$ cat config.mk
export PLATFORM = sky130hd
export DESIGN_NAME = gen_add
export DESIGN_NICKNAME = d
export VERILOG_FILES = /design/src/rtl/gen_add_pkg.sv /design/src/rtl/gen_add_full_adder.sv /design/src/rtl/gen_add.sv
export SDC_FILE = /design/constraint.sdc
export NUM_CORES = 1
export LEC_CHECK = 0
export CAP_MARGIN = 20
export CELL_PAD_IN_SITES_DETAIL_PLACEMENT = 2
export CELL_PAD_IN_SITES_GLOBAL_PLACEMENT = 2
export CORE_AREA = 2 2 39 41
export CTS_CLUSTER_SIZE = 8
export DETAILED_ROUTE_END_ITERATION = 8
export DIE_AREA = 0 0 41 43
export GPL_ROUTABILITY_DRIVEN = 1
export PLACE_DENSITY_LB_ADDON = 0.08
export SYNTH_ARGS = -nofsm -noshare
export SYNTH_HDL_FRONTEND = slang
export SYNTH_HIERARCHICAL = 1
export SYNTH_SLANG_ARGS = --single-unit
$ cat constraint.sdc
create_clock -name clk -period 3.55 [get_ports clk]
set_clock_uncertainty 0.15 [all_clocks]
set_input_delay 0.71 -clock clk [delete_from_list [all_inputs] [get_ports clk]]
set_output_delay 0.71 -clock clk [all_outputs]
set_load 0.05 [all_outputs]
$ cat src/rtl/gen_add_pkg.sv
// Shared constants and the result-width helper for the gen_add ripple adder.
package gen_add_pkg;

  localparam int GEN_ADD_DEFAULT_N = 4;

  // The sum plus the carry out of the top bit.
  function automatic int gen_add_result_width(input int n);
    return n + 1;
  endfunction

endpackage

$ cat src/rtl/gen_add_full_adder.sv
// One-bit full adder cell, chained by gen_add into a ripple-carry adder.
module full_adder (
  input  logic a,
  input  logic b,
  input  logic cin,
  output logic s,
  output logic cout
);

  logic w_p;

  assign w_p  = a ^ b;
  assign s    = w_p ^ cin;
  assign cout = (a & b) | (cin & w_p);

endmodule

$ cat src/rtl/gen_add.sv
// N-bit ripple-carry adder with registered sum/carry (1-cycle latency).
// Define GEN_ADD_OVERFLOW_EN to add the registered signed-overflow output.
module gen_add
  import gen_add_pkg::*;
#(
  parameter int N = GEN_ADD_DEFAULT_N
) (
  input  logic         clk,
  input  logic         rst,
  input  logic [N-1:0] a,
  input  logic [N-1:0] b,
  input  logic         carry_in,
  output logic [N-1:0] sum,
  output logic         carry_out
`ifdef GEN_ADD_OVERFLOW_EN
  ,
  output logic         overflow
`endif
);

  localparam int RW = gen_add_result_width(N);

  logic [N:0]    w_c;
  logic [N-1:0]  w_s;
  logic [RW-1:0] w_result;
  logic [RW-1:0] r_result;

  assign w_c[0] = carry_in;

  generate
    for (genvar gi = 0; gi < N; gi++) begin : g_fa
      full_adder u_fa (
        .a    (a[gi]),
        .b    (b[gi]),
        .cin  (w_c[gi]),
        .s    (w_s[gi]),
        .cout (w_c[gi+1])
      );
    end
  endgenerate

  assign w_result = {w_c[N], w_s};

  always_ff @(posedge clk) begin
    if (rst) begin
      r_result <= '0;
    end else begin
      r_result <= w_result;
    end
  end

  assign sum       = r_result[N-1:0];
  assign carry_out = r_result[N];

`ifdef GEN_ADD_OVERFLOW_EN
  logic r_overflow;

  // Signed overflow: carries into and out of the sign bit disagree.
  always_ff @(posedge clk) begin
    if (rst) begin
      r_overflow <= 1'b0;
    end else begin
      r_overflow <= w_c[N] ^ w_c[N-1];
    end
  end

  assign overflow = r_overflow;
`endif

endmodule

Yosys cells after proc, flatten, opt, wreduce, memory -nomap -nowiden --
Index checks and enable logic that the tools add are counted.
Storage, ports and cells: bits in registers 5, input port bits 11, output and inout port bits 5
Operators by class: bitwise operators 20
Operators by type and width (count):
- 1-bit AND | 8
- 1-bit bitwise XOR | 8
- 1-bit bitwise OR | 4

Depth between registers and ports, before layout --
Gate-level depths: netlist of the first run.
depth after elaboration 9, depth in mapped cells 5, mapped depth without buffers 5

By module --
Netlist of the first run, hierarchy kept.
By module, submodules not included:
- gen_add | times used 1, cells each 10, area an instance 131.4 um^2, sequential area each 100.1 um^2
- full_adder | times used 4, cells each 1, area an instance 20.0 um^2, sequential area each 0.0 um^2

Least setup slack after synthesis of the first run --
Ideal clock, no wire load.
path type input to register, start input a[0], end register r_result[3], setup time 114 ps, arrival time 2428 ps, required time 3286 ps, path slack 859 ps, stages 5, cell sequence fa_1 fa_1 fa_1 fa_1 nor2b_1
Between the ends: word-level cells in the longest chain between the ends 8, elaborated cells on any way between the ends 9, those cells by class 9 x bitwise
Ends and longest elaborated chain:
- start: declaration | RTL line gen_add.sv:10 | input logic [N-1:0] a,
- 1-bit bitwise XOR | RTL line gen_add_full_adder.sv:12 | assign w_p = a ^ b;
- 1-bit AND | RTL line gen_add_full_adder.sv:14 | assign cout = (a & b) | (cin & w_p);
- 1-bit bitwise OR (*) | RTL line gen_add_full_adder.sv:14
- 1-bit AND (*) | RTL line gen_add_full_adder.sv:14
- 1-bit bitwise OR (*) | RTL line gen_add_full_adder.sv:14
- via w_c[2] | RTL line gen_add.sv:23 | logic [N:0] w_c;
- 1-bit AND (*) | RTL line gen_add_full_adder.sv:14
- 1-bit bitwise OR (*) | RTL line gen_add_full_adder.sv:14
- via w_c[3] | RTL line gen_add.sv:23
- 1-bit bitwise XOR (*) | RTL line gen_add_full_adder.sv:13 | assign s = w_p ^ cin;
- via w_result[3] | RTL line gen_add.sv:25 | logic [RW-1:0] w_result;
- end signal: assignment | RTL line gen_add.sv:48 | r_result <= w_result;
- end: declaration | RTL line gen_add.sv:26 | logic [RW-1:0] r_result;
The timed path passes the listed nets; every way through them passes the cells marked *. A chain may end at the register's enable or synchronous reset.

Final worst setup path of the first run --
start input a[0], end register r_result[3]
Between the ends: word-level cells in the longest chain between the ends 8, elaborated cells on any way between the ends 9, those cells by class 9 x bitwise
Ends and longest elaborated chain (RTL line):
- 1-bit bitwise XOR | gen_add_full_adder.sv:12
- 1-bit AND | gen_add_full_adder.sv:14
- 1-bit bitwise OR (*) | gen_add_full_adder.sv:14
- via w_c[1] | gen_add.sv:23
- 1-bit AND (*) | gen_add_full_adder.sv:14
- 1-bit bitwise OR (*) | gen_add_full_adder.sv:14
- via w_c[2] | gen_add.sv:23
- 1-bit AND (*) | gen_add_full_adder.sv:14
- 1-bit bitwise OR (*) | gen_add_full_adder.sv:14
- via w_c[3] | gen_add.sv:23
- 1-bit bitwise XOR (*) | gen_add_full_adder.sv:13
- via w_result[3] | gen_add.sv:25
Marks and branches as above.

==> key figures, run 1 <==
Worst setup path
  • WS Path Type: input pin to flop
  • WP data required: 3520 ps
  • CP dominant cell by count: fa_1
  • Crit-path cells: clkdlybuf4s50_1, fa_1, fa_1, fa_1, fa_1, nor2b_1
  • Critical Path End Type: flop
  • Crit start category: input pin
  • Max stage delay cell, worst path: fa_1
  • CP max FO: 1
  • Worst path arrival time: 2940 ps
  • Largest stage delay, worst path: 440 ps

Run status
  • Outcome: finished clean

Timing
  • Setup TNS: 0 ps
  • Min Hold Slack: 961 ps
  • Tcrit/Tclk final: 83.5%
  • Slew Limit Fails: 0
  • Fin. Hold Viols: 0
  • Worst slew pin tran: 493 ps
  • RSZ-0062 raised after global routing: false
  • Max-slew headroom: 67.0%
  • Fmax: 337 MHz
  • Min Tclk post-route: 2970 ps
  • Final Setup Violations: 0

GRT
  • Largest net degree at the start of global routing: 6
  • Vias in the first global route: 159
  • GR Layer Usage met3: 2.09%
  • Gr usage total: 5.35%
  • Total gr overflow: 0
  • First-pass GRT wire length: 579 microns
  • Busiest grt layer: met4
  • GRT met1 Usage: 4.58%
  • Initial antenna violation count: 0
  • Met2 Use GR: 7.19%

Logic synthesis
  • Post-synthesis instance total: 14
  • Synth area leaders: dfxtp_1 (47%), fa_1 (38%), nor2b_1 (15%)
  • Area leader, netlist: dfxtp_1
  • Synthesized flop and latch total: 5
  • Total of warnings raised by yosys: 6
  • Seq/Total Area, Yosys: 47.3%
  • Library cells used by synthesis: 3
  • Yosys top cell area share: 47.3%
  • Syn_area_per_cell: 15.1 sq um
  • Syn nets: 29
  • Mapped cell area: 211 sq um

Routing
  • First-pass DRT Iterations: 2
  • Routed wire length: 375 microns
  • Via count: 162
  • Routed length per instance: 7.65 microns
  • DRC violations left: 0
  • DR iter-0 viols: 2
  • Vias/cell: 3.31
  • Detail Route Antenna Nets: 0

Floorplan
  • Die ar.: 0.00176 sq mm
  • Die height: 43 microns
  • Die Width: 41 microns
  • Ports: 16
  • Initial Util: 15.3%
  • FP Rows: 14
  • Area of the core region: 0.00138 sq mm

Finish
  • Max FFs per register: 5
  • Nets: 49
  • Top flop regs: r_result (5)
  • Final Non-Filler Cells: 49
  • # diodes: 0
  • Layout cells sized above 1: 9.09%
  • Multi-input gate area: 111 sq um
  • FF+latch area: 100 sq um
  • Most flops, register: r_result
  • Fillcell total: 157
  • Final design utilization: 29.5%
  • Layout area overhead: 92.9%

Placement
  • Port Buffers: 15
  • Final GP Congestion: 0.517
  • Post-placement cell count: 45

Power and ir drop
  • VDD IR-drop max: 0.0000875 V
  • Pleak: 0.154 nW
  • PD cells: 457 mW/mm^2

Clock tree
  • Clock buffer depth: 2
  • Root Driver: clkbuf_4
  • Total CTS buffers: 3
  • TritonCTS clock tree: done
  • Post_cts resized: 0
  • Postcts setup bufs: 0
  • Clk pin slew, worst setup/hold paths: 40 ps
  • CTS H-tree lvls: 1
  • Post-cts hold buffer count: 0
  • Clock sinks: 5

Flow run
  • Maxcap violations: 0

Worst hold path
  • Worst Hold Class: input pin to flop
[worst max-delay path: cells and delay by family]
kind                       cells  cell delay (ps)
and+or+nand+nor                1              130
adders and majority gates      4             1660
buffers and inverters          1              430
[placed cells by master (no fill, tap or decap)]
master,instances
clkdlybuf4s50_1,15
nor2b_1,5
dfxtp_1,5
fa_1,4
clkbuf_4,3
clkbuf_1,1
[cells in the mapped netlist, drive strengths merged]
| library cell | instances |
|---|---|
| dfxtp | 5 |
| nor2b | 5 |
| fa | 4 |
[cell families (layout without fill, tap and decap cells)]
logic type,Yosys count,in the layout,share of synthesized area (%)
buf+inv,0,19,0
fa+ha+maj,4,4,37.9
simple gates,5,5,14.8
flops,5,5,47.3
[stage by stage]
step / instance area, sq um / power (mW) / setup slack [ps]
6_report: 408 / 0.186 / 585
3_5_place_dp: 382 / 0.126 / 330
3_3_place_gp: 382 / 0.125 / 344
2_1_floorplan: 211 / 0.0975 / 859
5_1_grt: 408 / 0.198 / 505
4_1_cts: 408 / 0.191 / 583
[worst paths after layout]
check | to | startpoint | depth (start not counted) | slack, ps
worst max-delay path | r_result[3] | a[0] | 6 | 580
worst min-delay path | r_result[1] | rst | 2 | 960
[power breakdown]
group | leakage (nW) | internal, mW | switching (mW) | total, mW
clock | 0.0150 | 0.0423 | 0.0204 | 0.0627
combinational | 0.0975 | 0.0271 | 0.0322 | 0.0594
sequential | 0.0417 | 0.0628 | 0.00138 | 0.0642
[area by class of cell]
type	instances	share of cell area (%)
multi-input combinational	9	27.3
timing repair buffer	15	36.8
sequential	5	24.5
clock buffer	4	6.44
tap	16	4.91
[metal layers]
layer	part of all wire, %	wire (microns)	vias to the layer above
li1	-	-	79
met1	28	104	71
met3	20	74	0
met5	0	0	-
met2	52	196	12
met4	0	0	0
Note: power is estimated with default switching activity, not from simulation.
==> inputs of run 2 (changes only) <==
==> constraint.sdc (replaced) <==
create_clock -name clk -period 2.9 [get_ports clk]
set_clock_uncertainty 0.15 [all_clocks]
set_input_delay 0.58 -clock clk [delete_from_list [all_inputs] [get_ports clk]]
set_output_delay 0.58 -clock clk [all_outputs]
set_load 0.05 [all_outputs]
==> key figures, run 2 (synthesized netlist as in run 1, its figures left out) <==
Run status
  • Outcome: finished clean

Finish
  • Layout cells sized above 1: 12.1%
  • Layout area overhead: 94.1%
  • Most frequent cells in the layout: clkdlybuf4s50_1 (15), nor2b_1 (5), dfxtp_1 (5), clkbuf_4 (3), fa_1 (3)
  • FF+latch area: 100 sq um
  • Commonest non-fill, non-tap cell in the layout: clkdlybuf4s50_1
  • Most flops, register: r_result
  • Top flop regs: r_result (5)
  • Multi-input gate area: 114 sq um
  • Nets: 49
  • Fillcell total: 155
  • # diodes: 0
  • Max FFs per register: 5
  • Final design utilization: 29.7%

Timing
  • Min Tclk post-route: 2790 ps
  • Min Hold Slack: 832 ps
  • Final Setup Violations: 0
  • Setup TNS: 0 ps
  • Slew Limit Fails: 0
  • Max-slew headroom: 67.1%
  • Fmax: 358 MHz
  • Final WS setup: 107 ps
  • Tcrit/Tclk final: 96.3%
  • Worst slew pin tran: 492 ps
  • Fin. Hold Viols: 0
  • RSZ-0062 raised after global routing: false

Clock tree
  • Postcts setup bufs: 0
  • TritonCTS clock tree: done
  • Post_cts resized: 0
  • Clock buffer depth: 2
  • Clock sinks: 5
  • Clk pin slew, worst setup/hold paths: 40 ps
  • Root Driver: clkbuf_4
  • CTS H-tree lvls: 1
  • Total CTS buffers: 3
  • Post-cts hold buffer count: 0

Worst setup path
  • WP data required: 2870 ps
  • Worst path arrival time: 2770 ps
  • Critical Path End Type: flop
  • CP max FO: 1
  • Crit start category: input pin
  • WS Path Type: input pin to flop

GRT
  • First-pass GRT wire length: 538 microns
  • Initial antenna violation count: 0
  • Vias in the first global route: 150
  • Gr usage total: 5.66%
  • Total gr overflow: 0
  • Largest net degree at the start of global routing: 6

Placement
  • Port Buffers: 15
  • HPWL after DPL: 419 microns
  • Final GP Congestion: 0.502
  • Dpl ws: -208 ps

Routing
  • First-pass DRT Iterations: 1
  • DRC violations left: 0
  • Routed wire length: 451 microns
  • Vias/cell: 3.39
  • Met3 routed WL: 74 microns
  • Detail Route Antenna Nets: 0
  • DR iter-0 viols: 0
  • Metal-1 WL: 104 microns
  • Via count: 166
  • Routed length per instance: 9.20 microns
  • Uppermost layer routed: met3
  • WL met2: 273 microns

Floorplan
  • Die Width: 41 microns
  • Ports: 16
  • Area of the core region: 0.00138 sq mm
  • Die height: 43 microns
  • FP Rows: 14
  • Die ar.: 0.00176 sq mm
  • Initial Util: 15.3%

Power and ir drop
  • PD cells: 562 mW/mm^2
  • Pleak: 0.153 nW
  • VDD IR-drop max: 0.000103 V

Worst hold path
  • Worst Hold Class: input pin to flop

Flow run
  • Maxcap violations: 0
==> run 2: cell counts in the layout (fill, tap and decap cells not counted) <==
Identical to the previous run, type by type.
==> run 2: path summary, 6_finish.rpt <==
check | startpoint | to | slack (ps) | cells after the start
worst max-delay path | a[0] | r_result[3] | 110 | 6
worst min-delay path | rst | r_result[1] | 830 | 2
==> run 2: per-stage QoR <==
step	instances	cell area, sq um	power, mW
4_1_cts	49	408	0.238
3_5_place_dp	45	382	0.155
2_1_floorplan	14	211	0.119
3_3_place_gp	45	382	0.154
6_report	49	410	0.231
5_1_grt	49	410	0.243
==> run 2: where the power goes <==
part / internal, mW / total [mW] / switching, mW
clock: 0.0519 / 0.0780 / 0.0261
combinational: 0.0338 / 0.0740 / 0.0401
sequential: 0.0769 / 0.0787 / 0.00184
total: 0.163 / 0.231 / 0.0681
==> run 2: layer usage <==
layer | global-route usage, % | vias to the layer above
met1 | 3.28 | 75
met5 | 0 | -
met4 | 10.0 | 0
met3 | 1.57 | 0
met2 | 8.75 | 12
li1 | - | 79
==> run 2: final cells by class <==
| cell class | count | area share (%) |
|---|---|---|
| timing repair buffer | 15 | 36.6 |
| multi-input combinational | 9 | 27.7 |
| clock buffer | 4 | 6.40 |
| tap | 16 | 4.88 |
| sequential | 5 | 24.4 |
==> run 2: critical path, cell delays in order <==
cell	delay [ps]
clkdlybuf4s50_1	430
fa_1	440
fa_1	390
fa_2	360
fa_1	430
nor2b_1	130
==> inputs of run 3 (changes only) <==
--- a/config.mk
+++ b/config.mk
@@ -14,6 +14,7 @@
 export DIE_AREA = 0 0 41 43
 export GPL_ROUTABILITY_DRIVEN = 1
 export PLACE_DENSITY_LB_ADDON = 0.08
+export REMOVE_ABC_BUFFERS = 1
 export SYNTH_ARGS = -nofsm -noshare
 export SYNTH_HDL_FRONTEND = slang
 export SYNTH_HIERARCHICAL = 1
==> results of run 3 <==
Same layout as run 2: the final DEF is identical, and so are final timing and power.
